==> config.mk <==
export PLATFORM = sky130hd
export DESIGN_NAME = mult_rr_sched
export DESIGN_NICKNAME = d
export VERILOG_FILES = /design/src/rtl/mult_rr_sched.sv
export SDC_FILE = /design/constraint.sdc
export NUM_CORES = 1
export LEC_CHECK = 0
export CAP_MARGIN = 20
export CORE_MARGIN = 2
export CORE_UTILIZATION = 53
export CTS_CLUSTER_DIAMETER = 80
export DETAILED_ROUTE_END_ITERATION = 16
export HOLD_SLACK_MARGIN = 0.15
export PLACE_DENSITY_LB_ADDON = 0.3
export SYNTH_ARGS = -nofsm -noshare
export SYNTH_HDL_FRONTEND = slang
export SYNTH_SLANG_ARGS = --single-unit
==> constraint.sdc <==
create_clock -name clk -period 5.35 [get_ports clk]
set_clock_uncertainty 0.05 [all_clocks]
set_input_delay 1.07 -clock clk [delete_from_list [all_inputs] [get_ports clk]]
set_output_delay 1.07 -clock clk [all_outputs]
set_load 0.01 [all_outputs]
==> src/rtl/mult_rr_sched.sv <==
// Round-robin front end that shares one pipelined unsigned multiplier between NREQ
// requesters; results come back in acceptance order, tagged with the requester index.
module mult_rr_sched #(
  parameter int WIREWIDTH = 7,
  parameter int NREQ      = 4,
  parameter int LATENCY   = 2,
  parameter int IDW       = 2
) (
  input  logic                          clk,
  input  logic                          rst_n,
  input  logic [NREQ-1:0]               req,
  input  logic [NREQ*(WIREWIDTH+1)-1:0] x_bus,
  input  logic [NREQ*(WIREWIDTH+1)-1:0] y_bus,
  input  logic                          stall,
  output logic [NREQ-1:0]               gnt,
  output logic [2*WIREWIDTH+1:0]        res,
  output logic                          res_valid,
  output logic [IDW-1:0]                res_id,
  output logic                          busy
);

  localparam int          OPW = WIREWIDTH + 1;
  localparam int          PW  = 2 * OPW;
  localparam int unsigned NR  = NREQ;
  // Product pipe length; its last entry is the output register.
  localparam int          NP  = (LATENCY > 1) ? LATENCY - 1 : 1;

  if (NREQ < 2 || NREQ > 8) begin : g_chk_nreq
    $error("mult_rr_sched: NREQ must be in 2..8");
  end
  if (NREQ > (2 ** IDW)) begin : g_chk_idw
    $error("mult_rr_sched: IDW too narrow for NREQ");
  end
  if (LATENCY < 1) begin : g_chk_lat
    $error("mult_rr_sched: LATENCY must be >= 1");
  end

  logic [IDW-1:0]  ptr_q, ptr_d;
  logic [NREQ-1:0] gnt_c;
  logic            gnt_any;
  logic [IDW-1:0]  gnt_idx;
  int unsigned     cand;
  logic [OPW-1:0]  sel_x, sel_y;

  always_comb begin : arb
    gnt_c   = '0;
    gnt_any = 1'b0;
    gnt_idx = '0;
    cand    = 0;
    if (rst_n && !stall) begin
      for (int unsigned k = 0; k < NR; k++) begin
        cand = (32'(ptr_q) + k) % NR;
        if (!gnt_any && req[cand]) begin
          gnt_any     = 1'b1;
          gnt_idx     = IDW'(cand);
          gnt_c[cand] = 1'b1;
        end
      end
    end
    ptr_d = ptr_q;
    if (gnt_any) begin
      ptr_d = IDW'((32'(gnt_idx) + 1) % NR);
    end
    sel_x = x_bus[32'(gnt_idx)*OPW +: OPW];
    sel_y = y_bus[32'(gnt_idx)*OPW +: OPW];
  end

  assign gnt = gnt_c;

  logic           feed_v;
  logic [IDW-1:0] feed_tag;
  logic [PW-1:0]  feed_prod;
  logic           busy_op;

  if (LATENCY == 1) begin : g_direct
    always_comb begin
      feed_v    = gnt_any;
      feed_tag  = gnt_idx;
      feed_prod = PW'(sel_x) * PW'(sel_y);
      busy_op   = 1'b0;
    end
  end else begin : g_opstage
    // Operands are registered first so the arbiter mux and the multiplier sit in separate cycles.
    logic           op_v_q, op_v_d;
    logic [OPW-1:0] op_x_q, op_x_d, op_y_q, op_y_d;
    logic [IDW-1:0] op_tag_q, op_tag_d;

    always_comb begin
      op_v_d   = op_v_q;
      op_x_d   = op_x_q;
      op_y_d   = op_y_q;
      op_tag_d = op_tag_q;
      if (!stall) begin
        op_v_d = gnt_any;
        if (gnt_any) begin
          op_x_d   = sel_x;
          op_y_d   = sel_y;
          op_tag_d = gnt_idx;
        end
      end
      feed_v    = op_v_q;
      feed_tag  = op_tag_q;
      feed_prod = PW'(op_x_q) * PW'(op_y_q);
      busy_op   = op_v_q;
    end

    always_ff @(posedge clk or negedge rst_n) begin
      if (!rst_n) begin
        op_v_q   <= 1'b0;
        op_x_q   <= '0;
        op_y_q   <= '0;
        op_tag_q <= '0;
      end else begin
        op_v_q   <= op_v_d;
        op_x_q   <= op_x_d;
        op_y_q   <= op_y_d;
        op_tag_q <= op_tag_d;
      end
    end
  end

  logic           pv_q [NP];
  logic           pv_d [NP];
  logic [IDW-1:0] pt_q [NP];
  logic [IDW-1:0] pt_d [NP];
  logic [PW-1:0]  pp_q [NP];
  logic [PW-1:0]  pp_d [NP];
  logic           busy_any;

  // Data only moves with a valid token, so the output register keeps its last result across bubbles.
  always_comb begin : pipe_next
    pv_d = pv_q;
    pt_d = pt_q;
    pp_d = pp_q;
    if (!stall) begin
      pv_d[0] = feed_v;
      if (feed_v) begin
        pt_d[0] = feed_tag;
        pp_d[0] = feed_prod;
      end
      for (int unsigned s = 1; s < NP; s++) begin
        pv_d[s] = pv_q[s-1];
        if (pv_q[s-1]) begin
          pt_d[s] = pt_q[s-1];
          pp_d[s] = pp_q[s-1];
        end
      end
    end
  end

  always_comb begin : busy_or
    busy_any = busy_op;
    for (int unsigned s = 0; s + 1 < NP; s++) begin
      busy_any = busy_any | pv_q[s];
    end
  end

  always_ff @(posedge clk or negedge rst_n) begin
    if (!rst_n) begin
      ptr_q <= '0;
      for (int unsigned s = 0; s < NP; s++) begin
        pv_q[s] <= 1'b0;
        pt_q[s] <= '0;
        pp_q[s] <= '0;
      end
    end else begin
      ptr_q <= ptr_d;
      for (int unsigned s = 0; s < NP; s++) begin
        pv_q[s] <= pv_d[s];
        pt_q[s] <= pt_d[s];
        pp_q[s] <= pp_d[s];
      end
    end
  end

  assign res       = pp_q[NP-1];
  assign res_id    = pt_q[NP-1];
  assign res_valid = pv_q[NP-1] & ~stall;
  assign busy      = busy_any;

endmodule

After elaboration in Yosys (flattened, before gate mapping). Cells that the tools add are included.

Add/subtract/negate cells: 4. $mul: 1. Order comparisons: 8. Shifts and indexed selects: 2. Muxes and demuxes: 37. Bitwise gates (word level): 5. Reductions and logical operators: 14.

Operators with widths (number): variable part select 32 x 6 -> 8 bit (2); 2-to-1 mux 4 bit (8); multiplier 8 x 8 -> 16 bit (1); 2-to-1 mux 1 bit (16); < comparator 2 x 3 -> 1 bit (second input constant) (4); OR 4 bit (3); 2-to-1 mux 2 bit (5); binary-select mux 1 bit (select 2 bit) (4); demux 1 bit (select 2 bit) (4); greater-or-equal comparator 2 x 1 -> 1 bit (second input constant) (4); logical AND 1 bit (8); adder 2 x 1 -> 2 bit (second input constant) (2); adder 2 bit (second input constant) (2); zero test 1 bit (4); AND reduction 2 bit (2); bitwise AND 1 bit (1); inverter 1 bit (1).

Register bits: 40. Input port bits: 71. Word-level logic and storage cells: 79.

Depth between registers and ports, before layout.
Depth after elaboration: 17. Mapped depth: 18. Depth with buffers taken out: 17.

Least setup slack after synthesis. Ideal clock, no wire load.

Kind: register to register. Start: reg g_opstage.op_y_q[7]. End: reg pp_q, in the netlist res[14]. Setup time: 0.131 ns. Data arrival time: 4.170 ns. Data required time: 5.169 ns. Slack: 0.999 ns. Stages on the path, launching flop included: 16. Path buffers: 1. Clock period less this slack: 4.351 ns. Cell sequence: dfrtp_1 > buf_4 > and2_1 > fa_1 > fa_1 > fa_1 > inv_1 > fa_1 > inv_1 > ha_1 > o21ai_0 > a21boi_0 > nand3_1 > o21ai_0 > and4_1 > or3_1.

Word-level cells in the longest chain between the ends: 1.

RTL lines: from (decl) (RTL line 85) `logic [OPW-1:0] op_x_q, op_x_d, op_y_q, op_y_d;`; from (signal assigned) (RTL line 116) `op_y_q <= op_y_d;`; multiplier 8 x 8 -> 16 bit (RTL line 103) `feed_prod = PW'(op_x_q) * PW'(op_y_q);`; to (signal, indexed assignment) (RTL line 171) `pp_q[s] <= pp_d[s];`; to (decl) (RTL line 126) `logic [PW-1:0] pp_q [NP];`.

Every way passes these cells. A chain may end at the register's enable or synchronous reset.

Worst setup path in the final report. Same ends and word-level chain as after synthesis.

==> impl_metrics.py <==
metrics = {
    "floorplanning": {
        "die-width_um": 95.63,
        "ios": 95,
        "die_h_um": 95.63,
        "initial_utilization": 0.5442,
        "dieArea_um2": 9144,
        "row_count": 33,
        "coreArea_um2": 8175,
    },
    "timing": {
        "period_needed_ns": 4.733,
        "rsz0062_at_grt": "false",
        "fmax_ghz": 0.2113,
        "worst_slew_pin_slew_ns": 0.6597,
        "min_period_over_period": 0.8847,
        "finalSetupViolCount": 0,
        "whs_ns": 0.4304,
        "slew-limit-headroom": 0.5602,
        "report.final.slew_viol_count": 0,
        "setup_tns_ns": 0,
        "hold_viol": 0,
    },
    "clocking": {
        "clk-insertion-delay-late_ns": 0.30,
        "ctsRootBufferMaster": "clkbuf_8",
        "clock-sinks": 40,
        "ctsLongestPathBuffers": 2,
        "htreeDepth": 2,
        "clkTransAtPathRegs_ns": 0.08,
        "cts_resized": 0,
        "cts_tree": "done",
        "cts_buffers": 5,
        "cts_hold_buf": 0,
        "cts_setup_buffers": 0,
    },
    "yosys": {
        "dominantRegCellSynth": "dfrtp_1",
        "synth_top_family_by_area": "adder cells",
        "avgSynthCellArea_um2": 9.446,
        "synthXorXnorAreaFrac": 0.01772,
        "ys_seq_area_frac": 0.2250,
        "synthCells": 471,
        "yosys_warnings": 0,
        "synth_edf_count": 0,
        "synth.distinct_cells": 52,
        "synth_compound_area_frac": 0.1212,
        "syn_area_um2": 4449,
        "synth-seq-cells": 40,
        "yosys.area_share.simple": 0.1760,
        "synth-async-reset-ratio": 1.000,
        "syn_nets": 622,
        "synth.area.mux_share": 0.09449,
        "synth-adder-area-share": 0.2857,
    },
    "layout": {
        "finalNetCount": 713,
        "area_growth_syn_to_layout_pct": 24.49,
        "antenna_cells": 0,
        "drive_gt1_frac": 0.04618,
    },
    "worst_setup_path": {
        "cpMostUsedCell": "fa_1",
        "crit_buf_inv": 2,
        "slowest_delay_ns": 0.55,
        "slowest_stage": "fa_1",
        "arrival_ns": 4.87,
        "start_kind": "flop",
        "crit_family": "adder cells",
        "crit_chain": "and2_1, fa_1, fa_1, fa_1, inv_1, fa_1, inv_1, ha_1, o21ai_0, a21boi_0, nand3_1, o21ai_0, nor4_1, or3_1",
        "end_kind": "flop",
        "required_ns": 5.49,
        "cp_max_fo": 9,
        "criticalPathCategory": "reg -> reg",
    },
    "placed_design": {
        "gp_congestion": 0.8468,
        "io_buffers": 94,
        "place_hpwl_um": 8444,
    },
    "detailed_routing": {
        "drc_errors": 0,
        "via_per_inst": 5.440,
        "ant_nets": 0,
        "route.vias.total": 3634,
        "routed_wl_um": 10320,
        "wl_per_cell_um": 15.45,
        "first_pass_iters": 4,
        "drt_iter0_drc": 159,
    },
    "global_route": {
        "grt_max_degree": 41,
        "grt-ovfl-total": 0,
        "grt_pass1_vias": 3694,
        "groute.usage.overall": 0.2430,
        "antenna_found_initial": 0,
        "grt_first_pass_wirelength_um": 17280,
    },
    "run": {
        "maxCapViolations": 0,
    },
    "run_status": {
        "status": "completed",
    },
    "hold_path": {
        "min_path_type": "reg -> reg",
    },
}
path summary, 6_finish.rpt:
check	slack, ns	end	cells past startpoint	startpoint
worst max-delay path	0.62	res[14]	14	g_opstage.op_y_q[7]
worst min-delay path	0.43	res[3]	2	res[3]
worst max register to register	0.62	res[14]	14	g_opstage.op_y_q[7]
worst min register to register	0.43	res[3]	2	res[3]
max in group asynchronous	4.14	g_opstage.op_x_q[1]	2	rst_n
min in group asynchronous	0.78	busy	2	rst_n
state kept, by name (all words and copies together) (netlist names):
name              count
feed_tag              2
g_opstage.op_y_q      8
g_opstage.op_x_q      8
res_id                2
res                  16
pv_q                  1
busy                  1
ptr_q                 2
layout make-up:
| cell class | count | area, um2 |
|---|---|---|
| Clock buffer | 5 | 68.82 |
| Clock inverter | 3 | 46.29 |
| Fill cell | 670 | 2636 |
| Inverter | 56 | 210.2 |
| Multi-Input combinational cell | 358 | 3093 |
| Sequential cell | 40 | 1001 |
| Tap cell | 105 | 131.4 |
| Timing Repair Buffer | 101 | 988.4 |
per-stage QoR:
| step | instances | worst slack [ns] | utilization | instance area (um2) |
|---|---|---|---|---|
| floorplan | 471 | 0.9989 | - | 4449 |
| global placement | 659 | 0.6870 | 0.6625 | 5416 |
| detailed placement | 659 | 0.6321 | 0.6625 | 5416 |
| CTS | 667 | 0.6254 | 0.6766 | 5532 |
| global route | 668 | 0.3675 | 0.6775 | 5539 |
| finish | 668 | 0.6169 | 0.6775 | 5539 |
worst register-to-register path, cell delays in order, from the launching register on:
cell and delay [ns]:
dfrtp_1 0.51, and2_1 0.22, fa_1 0.52, fa_1 0.52, fa_1 0.55, inv_1 0.06
fa_1 0.53, inv_1 0.04, ha_1 0.32, o21ai_0 0.13, a21boi_0 0.38, nand3_1 0.12
o21ai_0 0.26, nor4_1 0.07, or3_1 0.36
synth_stat cells, types with 2 or more instances:
cell,instances,area share
or3_1,2,0.0028
buf_4,3,0.0051
xor2_1,3,0.0059
a21oi_1,12,0.013
a21o_1,6,0.010
a21boi_0,2,0.0034
buf_6,4,0.010
mux2i_1,36,0.081
fa_1,36,0.16
o21ai_0,17,0.019
nor2_1,28,0.024
nand3_1,2,0.0022
nor3_1,4,0.0045
nand2b_1,2,0.0028
dfrtp_1,40,0.22
nor2b_1,4,0.0056
and2_1,48,0.067
ha_1,44,0.12
a22oi_1,4,0.0067
buf_12,2,0.0090
clkbuf_1,5,0.0042
or4_1,2,0.0034
buf_2,2,0.0022
a221oi_1,19,0.037
and3_1,2,0.0028
nor3b_1,3,0.0051
o31ai_1,2,0.0034
nand2_1,52,0.044
o21ai_2,2,0.0039
xnor2_1,6,0.012
inv_1,56,0.047
metal layers:
metal  vias up  global-route usage  share of wire
met4         0             0.04286         0.0088
met5         -                   0              0
li1       1766                   -              -
met1      1729              0.3230           0.45
met3        11             0.04032          0.058
met2       128              0.4219           0.48
layout by cell type (no fill, tap or decap), types with 2 or more instances in the layout:
cell,instances
xor2_1,3
nand2b_1,2
nor2_1,28
buf_4,7
ha_1,44
nand2_1,52
clkbuf_8,5
or3_1,2
nand3_1,2
a21oi_1,12
dfrtp_1,40
a22oi_1,4
nor3b_1,3
o21ai_2,2
a21o_1,6
and2_1,48
o21ai_0,17
clkdlybuf4s50_1,93
fa_1,36
o31ai_1,2
xnor2_1,6
a21boi_0,2
nor2b_1,4
or4_1,2
and3_1,2
mux2i_1,36
nor3_1,4
inv_1,56
a221oi_1,19
cells by family (layout without fill, tap and decap cells):
kind of cell / Yosys count / in the layout
flops: 40 / 40
xor+xnor: 9 / 9
buf+inv: 73 / 165
fa+ha+maj: 80 / 80
mux: 39 / 39
simple gates: 155 / 155
compound gates: 75 / 75
Power is not shown: default switching activity piles up to over one toggle a cycle in this logic, so the estimate is an artifact.
